==> src/rtl/sdio_reg_master.sv <==
// Byte-serial register master: 1-4 byte bursts, 3 cycles per written byte (4 with SDIO_REG_MASTER_RDBACK_EN), 2 per read byte.
// One request in flight; req_ready low until the response is taken, and the response is held while rsp_ready is low.
module sdio_reg_master (
    input  logic        sys_clk,
    input  logic        rstn,
    input  logic        req_valid,
    output logic        req_ready,
    input  logic        req_write,
    input  logic [7:0]  req_addr,
    input  logic [1:0]  req_len,
    input  logic [31:0] req_wdata,
    output logic        rsp_valid,
    input  logic        rsp_ready,
    output logic [31:0] rsp_rdata,
    output logic        rsp_err,
    output logic        reg_wr,
    output logic [7:0]  reg_addr,
    output logic [7:0]  reg_wdata,
    input  logic [7:0]  reg_rdata,
    output logic        busy
);

    localparam logic [2:0] IDLE    = 3'd0;
    localparam logic [2:0] W_SETUP = 3'd1;
    localparam logic [2:0] W_STRB  = 3'd2;
    localparam logic [2:0] W_HOLD  = 3'd3;
`ifdef SDIO_REG_MASTER_RDBACK_EN
    localparam logic [2:0] W_CMP   = 3'd4;
`endif
    localparam logic [2:0] R_ADDR  = 3'd5;
    localparam logic [2:0] R_CAP   = 3'd6;
    localparam logic [2:0] RESP    = 3'd7;

    logic [2:0]  state_q, state_d;
    logic [1:0]  idx_q, idx_d;
    logic [1:0]  len_q, len_d;
    logic [31:0] wdata_q, wdata_d;
    logic [7:0]  reg_addr_q, reg_addr_d;
    logic [7:0]  reg_wdata_q, reg_wdata_d;
    logic [31:0] rdata_q, rdata_d;
    logic        reg_wr_q, req_ready_q, rsp_valid_q, busy_q;
`ifdef SDIO_REG_MASTER_RDBACK_EN
    logic        err_q, err_d;
`endif

    always_comb begin
        state_d     = state_q;
        idx_d       = idx_q;
        len_d       = len_q;
        wdata_d     = wdata_q;
        reg_addr_d  = reg_addr_q;
        reg_wdata_d = reg_wdata_q;
        rdata_d     = rdata_q;
`ifdef SDIO_REG_MASTER_RDBACK_EN
        err_d       = err_q;
`endif
        case (state_q)
            IDLE: begin
                if (req_valid) begin
                    len_d      = req_len;
                    wdata_d    = req_wdata;
                    idx_d      = 2'd0;
                    reg_addr_d = req_addr;
                    rdata_d    = 32'h0;
`ifdef SDIO_REG_MASTER_RDBACK_EN
                    err_d      = 1'b0;
`endif
                    if (req_write) begin
                        reg_wdata_d = req_wdata[7:0];
                        state_d     = W_SETUP;
                    end else begin
                        state_d     = R_ADDR;
                    end
                end
            end
            W_SETUP: state_d = W_STRB;
            W_STRB:  state_d = W_HOLD;
`ifdef SDIO_REG_MASTER_RDBACK_EN
            W_HOLD:  state_d = W_CMP;
            W_CMP: begin
                if (reg_rdata != reg_wdata_q) err_d = 1'b1;
                if (idx_q == len_q) begin
                    state_d = RESP;
                end else begin
                    idx_d       = idx_q + 2'd1;
                    reg_addr_d  = reg_addr_q + 8'd1;
                    reg_wdata_d = wdata_q[{idx_d, 3'b000} +: 8];
                    state_d     = W_SETUP;
                end
            end
`else
            W_HOLD: begin
                if (idx_q == len_q) begin
                    state_d = RESP;
                end else begin
                    idx_d       = idx_q + 2'd1;
                    reg_addr_d  = reg_addr_q + 8'd1;
                    reg_wdata_d = wdata_q[{idx_d, 3'b000} +: 8];
                    state_d     = W_SETUP;
                end
            end
`endif
            R_ADDR:  state_d = R_CAP;
            R_CAP: begin
                rdata_d[{idx_q, 3'b000} +: 8] = reg_rdata;
                if (idx_q == len_q) begin
                    state_d = RESP;
                end else begin
                    idx_d      = idx_q + 2'd1;
                    reg_addr_d = reg_addr_q + 8'd1;
                    state_d    = R_ADDR;
                end
            end
            RESP: begin
                if (rsp_ready) state_d = IDLE;
            end
            default: state_d = IDLE;
        endcase
    end

    // Status outputs are registered from the next state so they line up with state_q.
    always_ff @(posedge sys_clk or negedge rstn) begin
        if (!rstn) begin
            state_q     <= IDLE;
            idx_q       <= 2'd0;
            len_q       <= 2'd0;
            wdata_q     <= 32'h0;
            reg_addr_q  <= 8'h0;
            reg_wdata_q <= 8'h0;
            rdata_q     <= 32'h0;
            reg_wr_q    <= 1'b0;
            req_ready_q <= 1'b1;
            rsp_valid_q <= 1'b0;
            busy_q      <= 1'b0;
`ifdef SDIO_REG_MASTER_RDBACK_EN
            err_q       <= 1'b0;
`endif
        end else begin
            state_q     <= state_d;
            idx_q       <= idx_d;
            len_q       <= len_d;
            wdata_q     <= wdata_d;
            reg_addr_q  <= reg_addr_d;
            reg_wdata_q <= reg_wdata_d;
            rdata_q     <= rdata_d;
            reg_wr_q    <= (state_d == W_STRB);
            req_ready_q <= (state_d == IDLE);
            rsp_valid_q <= (state_d == RESP);
            busy_q      <= (state_d != IDLE);
`ifdef SDIO_REG_MASTER_RDBACK_EN
            err_q       <= err_d;
`endif
        end
    end

    assign req_ready = req_ready_q;
    assign rsp_valid = rsp_valid_q;
    assign rsp_rdata = rdata_q;
    assign reg_wr    = reg_wr_q;
    assign reg_addr  = reg_addr_q;
    assign reg_wdata = reg_wdata_q;
    assign busy      = busy_q;
`ifdef SDIO_REG_MASTER_RDBACK_EN
    assign rsp_err   = err_q;
`else
    assign rsp_err   = 1'b0;
`endif

endmodule

==> config.mk <==
export PLATFORM = sky130hd
export DESIGN_NAME = sdio_reg_master
export DESIGN_NICKNAME = d
export VERILOG_FILES = /design/src/rtl/sdio_reg_master.sv
export SDC_FILE = /design/constraint.sdc
export NUM_CORES = 1
export LEC_CHECK = 0
export CAP_MARGIN = 20
export CORE_MARGIN = 8
export CORE_UTILIZATION = 24
export DETAILED_ROUTE_END_ITERATION = 12
export PLACE_DENSITY = 0.41
export SETUP_SLACK_MARGIN = 0.4
export SLEW_MARGIN = 30
export SYNTH_ARGS = -nofsm -noshare
export SYNTH_HDL_FRONTEND = slang
export SYNTH_SLANG_ARGS = --single-unit
export TNS_END_PERCENT = 30
==> constraint.sdc <==
create_clock -name sys_clk -period 2.3 [get_ports sys_clk]
set_input_delay 0.46 -clock sys_clk [delete_from_list [all_inputs] [get_ports sys_clk]]
set_output_delay 0.46 -clock sys_clk [all_outputs]
set_load 0.005 [all_outputs]
# Word-level counts from Yosys, hierarchy flattened

Cells that the tools add are included.

Flip-flop bits (word level): 91
Latch bits: 0
Bits in writable memories: 0
Memory bits (read-only): 0
Bits of input ports: 55
Output and inout port bits: 53
Word-level logic and storage cells: 60
Memories kept: 0

$add $sub $neg: 3
Multiply operators: 0
Divide/modulo/power cells: 0
Order comparisons: 0
Equal/unequal tests: 13
Shift operators: 3
Mux-type cells: 19
Bitwise operators: 0
Reductions and logical operators: 11

Operators with widths:

| cell                   | count |
|---|---|
| $pmux 32 s2            | 1 |
| $mux 8                 | 5 |
| $bwmux 32              | 1 |
| $mux 32                | 1 |
| $pmux 8 s2             | 2 |
| $shift 8x7->32 const A | 1 |
| $shiftx 32x6->8        | 1 |
| $shiftx 8x7->32        | 1 |
| $pmux 3 s7             | 1 |
| $eq 3x3->1 const B     | 4 |
| $mux 3                 | 4 |
| $eq 3x2->1 const B     | 3 |
| $add 8x1->8 const B    | 1 |
| $ne 2x2->1 const B     | 4 |
| $neg 5->7              | 1 |
| $logic_not 3->1        | 2 |
| $mux 2                 | 3 |
| $reduce_bool 2->1      | 3 |
| $pmux 2 s2             | 1 |
| $reduce_and 2->1       | 2 |
| $reduce_and 4->1       | 1 |
| $eq 3x1->1 const B     | 1 |
| $reduce_and 3->1       | 1 |
| $reduce_bool 3->1      | 1 |
| 3 further kinds        | 3 |

# Longest topological paths before layout

Depth in word-level cells: 4
Depth in mapped cells: 9
Gate-level depth less buffers: 6

# Worst setup path after synthesis

Ideal clock, no wire load.

Path kind: register to register
From: register idx_q[0]
To: register reg_wdata_q[0], in the netlist reg_wdata[0]
Library setup time: 0.128 ns
Arrival time: 1.950 ns
Data required time: 2.172 ns
Path slack: 0.222 ns
Stages on the path, launching flop included: 9
Path buffers: 3
Period minus slack after synthesis: 2.078 ns
Cells stage by stage: dfrtp_1 -> buf_4 -> buf_4 -> inv_1 -> ha_1 -> and4b_1 -> clkbuf_1 -> a221o_1 -> mux2_1

Cells in the longest elaborated chain, start to end: 4

RTL lines:

| what                     | line | source |
|---|---|---|
| start: declaration       | 35   | `logic [1:0] idx_q, idx_d;` |
| start signal: assignment | 140  | `idx_q <= idx_d;` |
| $add 2x1->2              | 96   | `idx_d = idx_q + 2'd1;` |
| $shiftx 32x6->8          | 98   | `reg_wdata_d = wdata_q[{idx_d, 3'b000} +: 8];` |
| $mux 8                   | 93   | `if (idx_q == len_q) begin` |
| $pmux 8 s2               | 57   | `case (state_q)` |
| end signal: assignment   | 144  | `reg_wdata_q <= reg_wdata_d;` |
| end: declaration         | 39   | `logic [7:0] reg_wdata_q, reg_wdata_d;` |

Parallel ways exist; a longest one is shown, timed or not. The select of a mux whose other input is x is not followed.
A chain may end at the register's enable or synchronous reset.

# Final worst setup path

From: register idx_q[0]
To: register reg_wdata_q[1], in the netlist reg_wdata[1]

The elaborated chain is that of the path after synthesis.

==> impl_results.html <==
<table>
<tr><th>Metric</th><th>Value</th></tr>
<tr><th colspan="2">Outcome</th></tr>
<tr><td>Status</td><td>finished, final reports clean</td></tr>
<tr><th colspan="2">Timing</th></tr>
<tr><td>Setup skew after layout</td><td>11.3 ps</td></tr>
<tr><td>Total negative slack for setup checks</td><td>0 ps</td></tr>
<tr><td>Worst-margin pin slew</td><td>529 ps</td></tr>
<tr><td>Maximum achievable frequency</td><td>0.544 GHz</td></tr>
<tr><td>Final period utilization</td><td>79.9%</td></tr>
<tr><td>Shortest period the worst path allows</td><td>1840 ps</td></tr>
<tr><td>Worst relative slew slack</td><td>64.8%</td></tr>
<tr><td>Final number of max-transition violations</td><td>0</td></tr>
<tr><td>RSZ-0062 raised after global routing</td><td>yes</td></tr>
<tr><td>Number of failing setup endpoints in the final timing report</td><td>0</td></tr>
<tr><td>Number of failing hold endpoints at the final stage</td><td>0</td></tr>
<tr><th colspan="2">Critical path</th></tr>
<tr><td>Category of the worst setup path capture point</td><td>flop</td></tr>
<tr><td>Number of buffers and inverters on the critical path</td><td>1</td></tr>
<tr><td>Setup slack, reg-to-reg</td><td>460 ps</td></tr>
<tr><td>Sort of element at the start of the critical path</td><td>flop</td></tr>
<tr><td>Worst reg2reg path depth</td><td>4</td></tr>
<tr><td>Terminus of the critical flop-to-flop path</td><td>reg_wdata[1]$_DFFE_PN0P_</td></tr>
<tr><td>Critical register-to-register path startpoint</td><td>idx_q[0]$_DFFE_PN0P_</td></tr>
<tr><td>Critical path cell sequence</td><td>buf_4, mux2_1, a221o_1, mux2_2</td></tr>
<tr><td>Type of the worst setup path</td><td>flop to flop</td></tr>
<tr><td>Critical path fanouts, max</td><td>11</td></tr>
<tr><td>Arrival time worst endpoint</td><td>2070 ps</td></tr>
<tr><td>Top cell family by delay on the critical path</td><td>multiplexers</td></tr>
<tr><td>CP max stage cell</td><td>sky130_fd_sc_hd__dfrtp_1</td></tr>
<tr><td>Required arrival time at the worst endpoint</td><td>~2500 ps</td></tr>
<tr><td>Worst path max stage delay</td><td>480 ps</td></tr>
<tr><th colspan="2">Drt</th></tr>
<tr><td>Drc violations</td><td>0</td></tr>
<tr><td>Via/cell ratio</td><td>4.51</td></tr>
<tr><td>Final ANT Viol Nets</td><td>0</td></tr>
<tr><td>Number of iterations in the first detailed-routing pass</td><td>4</td></tr>
<tr><td>Per-cell routed wire length</td><td>17.3 um</td></tr>
<tr><td>Number of DRC markers in iteration 0</td><td>roughly 190</td></tr>
<tr><td>Via total after detailed routing</td><td>between 3000 and 4000</td></tr>
<tr><td>Detailed-route wire length</td><td>12300 um</td></tr>
<tr><th colspan="2">Synth</th></tr>
<tr><td>Post-Synth XOR/XNOR Area</td><td>less than 1%</td></tr>
<tr><td>Portion of synthesized cell area occupied by the leading cell type</td><td>54.5%</td></tr>
<tr><td>Most common cell in the synthesized netlist</td><td>sky130_fd_sc_hd__nand2_1</td></tr>
<tr><td>Synthesized-area fraction occupied by ao, oa, aoi and oai cells</td><td>13.8%</td></tr>
<tr><td>Post-synthesis adder-cell area fraction</td><td>1.51%</td></tr>
<tr><td>EDFF count, synth</td><td>0</td></tr>
<tr><td>Post-synthesis mux area share</td><td>6.57%</td></tr>
<tr><td>Mapped Cells</td><td>378</td></tr>
<tr><td>Largest family of logic cells by synthesized area</td><td>simple AND/OR/NAND/NOR gates</td></tr>
<tr><td>Sequential area share after synthesis</td><td>55.1%</td></tr>
<tr><td>Post-synthesis share of cell area spent on and, or, nand and nor gates</td><td>~18%</td></tr>
<tr><td>Cell area after technology mapping</td><td>0.00414 sq mm</td></tr>
<tr><td>Library cell with the largest summed area after synthesis</td><td>sky130_fd_sc_hd__dfrtp_1</td></tr>
<tr><td>Synth Register Bits</td><td>between 90 and 100</td></tr>
<tr><td>Synth top cells by count</td><td>110 x sky130_fd_sc_hd__nand2_1, 90 x sky130_fd_sc_hd__dfrtp_1, 32 x sky130_fd_sc_hd__a22o_1</td></tr>
<tr><td>Number of unique standard cell types used by synthesis</td><td>50</td></tr>
<tr><td>Avg Cell Area, Syn</td><td>~11 sq um</td></tr>
<tr><td>Cell types occupying the most area after synthesis</td><td>sky130_fd_sc_hd__dfrtp_1 54%, sky130_fd_sc_hd__nand2_1 10%, sky130_fd_sc_hd__a22o_1 6.8%</td></tr>
<tr><td>Synthesis warning total</td><td>0</td></tr>
<tr><td>Dominant synthesized flop cell</td><td>sky130_fd_sc_hd__dfrtp_1</td></tr>
<tr><td>Nets in the synthesized netlist</td><td>438</td></tr>
<tr><td>Synth async-reset ratio</td><td>100%</td></tr>
<tr><th colspan="2">Worst hold path</th></tr>
<tr><td>Type of the worst min-delay path</td><td>input port to asynchronous set/reset pin</td></tr>
<tr><th colspan="2">Global route</th></tr>
<tr><td>M1 GR Usage</td><td>about 15%</td></tr>
<tr><td>Leftover overflow at the end of global routing</td><td>0</td></tr>
<tr><td>Via count of the first global-routing pass</td><td>roughly 3500</td></tr>
<tr><td>Met2 Use GR</td><td>18.1%</td></tr>
<tr><td>Global routing met3 resource utilization</td><td>3.05%</td></tr>
<tr><td>Global-route layer with the greatest usage</td><td>met2</td></tr>
<tr><td>Pin count of the biggest net entering global routing</td><td>45</td></tr>
<tr><td>GR Util All Layers</td><td>a little under an eighth</td></tr>
<tr><td>Number of antenna violations at the first check in global routing</td><td>0</td></tr>
<tr><td>Wire length of the first global-routing pass</td><td>19700 um</td></tr>
<tr><th colspan="2">Finish</th></tr>
<tr><td>Antenna fix cells</td><td>0</td></tr>
<tr><td>Final Net Count</td><td>542</td></tr>
<tr><td>Final core occ</td><td>34.2%</td></tr>
<tr><td>Layout area overhead</td><td>41.2%</td></tr>
<tr><td>Number of cells in the finished layout apart from fillers</td><td>between 700 and 800</td></tr>
<tr><td>Share of layout cells above drive strength 1</td><td>12.9%</td></tr>
<tr><td>Finished layout cell area</td><td>0.00584 sq mm</td></tr>
<tr><th colspan="2">Clock tree</th></tr>
<tr><td>H-tree depth</td><td>3</td></tr>
<tr><td>Total clock buffers created by CTS</td><td>9</td></tr>
<tr><td>Clock tree from TritonCTS</td><td>done</td></tr>
<tr><td>TritonCTS Sinks</td><td>91</td></tr>
<tr><td>Clock network latency to the later pin of the worst-skew pair</td><td>350 ps</td></tr>
<tr><td>Clock transition at the registers of the reported paths</td><td>~70 ps</td></tr>
<tr><td>CTS Root Buffer Type</td><td>sky130_fd_sc_hd__clkbuf_16</td></tr>
<tr><td>Hold Buf Count CTS</td><td>0</td></tr>
<tr><td>CTS max path bufs</td><td>2</td></tr>
<tr><th colspan="2">Die</th></tr>
<tr><td>Effective utilization at floorplan</td><td>24.2%</td></tr>
<tr><td>Standard-cell rows</td><td>48</td></tr>
<tr><td>Core Area</td><td>0.0171 sq mm</td></tr>
<tr><td>Horizontal die dimension</td><td>between 100 and 150 um</td></tr>
<tr><td>IO Count</td><td>around 110</td></tr>
<tr><td>Die height</td><td>between 100 and 150 um</td></tr>
<tr><td>Die Footprint</td><td>0.0217 sq mm</td></tr>
<tr><th colspan="2">Placement</th></tr>
<tr><td>Final estimated routing congestion in global placement</td><td>0.708</td></tr>
<tr><td>Placed cell area</td><td>0.00544 sq mm</td></tr>
<tr><td>DP HPWL</td><td>8550 um</td></tr>
<tr><td># port buffers</td><td>106</td></tr>
<tr><td>Placed cells</td><td>693</td></tr>
<tr><th colspan="2">Pwr</th></tr>
<tr><td>Net switching component of the power</td><td>around 2700 uW</td></tr>
<tr><td>Switching part of the total power</td><td>between 30% and 40%</td></tr>
<tr><td>Leakage power</td><td>0.00261 uW</td></tr>
<tr><td>Fraction of power consumed by the clock network</td><td>a little over a fifth</td></tr>
<tr><td>Worst VDD drop</td><td>roughly 0.5 mV</td></tr>
<tr><td>Cell-internal power</td><td>4890 uW</td></tr>
<tr><td>Fraction of power consumed by combinational cells</td><td>42.2%</td></tr>
<tr><td>Sequential power share</td><td>36.3%</td></tr>
<tr><td>Pwr per Cell Area</td><td>around 1300 mW/mm^2</td></tr>
<tr><th colspan="2">Flow run</th></tr>
<tr><td>Count of maximum capacitance violations</td><td>0</td></tr>
</table>
-- through the flow --
| step | total power (uW) | setup slack, ps | hold slack (ps) |
|---|---|---|---|
| floorplan | 4610 | 412 | 164 |
| global placement | 5810 | -4.59 | 446 |
| detailed placement | 5840 | 17.7 | 452 |
| CTS | 7650 | 281 | 78.6 |
| global route | 8110 | 347 | 88.2 |
| finish | 7550 | 463 | 59.0 |
-- area by class of cell --
class | instances | area [sq um]
clock buffer | 9 | 225
clock inverter | 7 | 101
fill | 1726 | 11200
inverter | 5 | 21.3
multi-input combinational | 257 | 1730
sequential | 91 | 2280
tap | 225 | 282
timing repair buffer | 118 | 1200
-- repair_timing --
action | 4_1_cts | 5_1_grt
gates resized for setup | 2 | 12
pin swaps | 1 | 0
endpoints found under the setup margin | 30 | 74
cloned | 0 | 0
buffers inserted | 3 | 0
-- power groups by stage --
| stage | clock (uW) | combinational (uW) | sequential, uW |
|---|---|---|---|
| 2_1_floorplan | 0 | 2020 | 2590 |
| 3_3_place_gp | 0 | 3050 | 2750 |
| 3_5_place_dp | 0 | 3080 | 2760 |
| 4_1_cts | 1690 | 3220 | 2740 |
| 5_1_grt | 1750 | 3530 | 2830 |
| 6_report | 1630 | 3180 | 2740 |
-- cell usage in the layout (no fill, tap or decap), types with 3 or more instances in the layout --
cell,instances
sky130_fd_sc_hd__clkbuf_16,9
sky130_fd_sc_hd__dfrtp_1,87
sky130_fd_sc_hd__dfrtp_2,3
sky130_fd_sc_hd__nand2_1,110
sky130_fd_sc_hd__mux2i_1,8
sky130_fd_sc_hd__mux2_2,8
sky130_fd_sc_hd__a21oi_2,4
sky130_fd_sc_hd__a22o_1,32
sky130_fd_sc_hd__a221o_1,7
sky130_fd_sc_hd__nand3_1,3
sky130_fd_sc_hd__inv_1,3
sky130_fd_sc_hd__ha_1,4
sky130_fd_sc_hd__a311oi_1,4
sky130_fd_sc_hd__buf_12,4
sky130_fd_sc_hd__nor2_1,9
sky130_fd_sc_hd__a211oi_1,3
sky130_fd_sc_hd__and3_1,3
sky130_fd_sc_hd__clkdlybuf4s50_1,105
sky130_fd_sc_hd__buf_4,9
sky130_fd_sc_hd__and4_1,3
sky130_fd_sc_hd__nor3_1,14
sky130_fd_sc_hd__mux2_1,8
-- registers in the layout (all words and copies together) (netlist names) --
signal / count
busy: 1
idx_q: 2
len_q: 2
reg_addr: 8
reg_wdata: 8
reg_wr: 1
req_ready: 1
rsp_rdata: 32
rsp_valid: 1
state_q: 3
wdata_q: 32
-- per-layer routing --
layer  wire [um]  share of wire (%)  vias to the layer above
met4         109               0.89                        0
met5           0                  0                        -
met3         627                5.1                        9
li1            -                  -                     1544
met1        5810                 47                     1573
met2        5740                 47                       82
-- how the worst max path moves through the flow --
stage               depth (start not counted)                         to                 start  slack, ps
floorplan                                   8   reg_wdata[0]$_DFFE_PN0P_  idx_q[0]$_DFFE_PN0P_        410
global route                                6   reg_wdata[7]$_DFFE_PN0P_  idx_q[1]$_DFFE_PN0P_        350
finish                                      4   reg_wdata[1]$_DFFE_PN0P_  idx_q[0]$_DFFE_PN0P_        460
detailed placement                          5   rsp_rdata[3]$_DFFE_PN0P_             req_valid         20
global placement                            5   rsp_rdata[2]$_DFFE_PN0P_             req_valid         -5
CTS                                         3  rsp_rdata[13]$_DFFE_PN0P_  state_q[0]$_DFF_PN0_        280
-- cell families (layout without fill, tap and decap cells) --
logic type	Yosys count	count (layout)
mux	25	25
xor+xnor	2	2
fa+ha+maj	5	5
flops	91	91
simple gates	159	159
other cells	1	1
buf+inv	30	139
compound gates	65	65
Note: power is estimated with default switching activity, not from simulation.
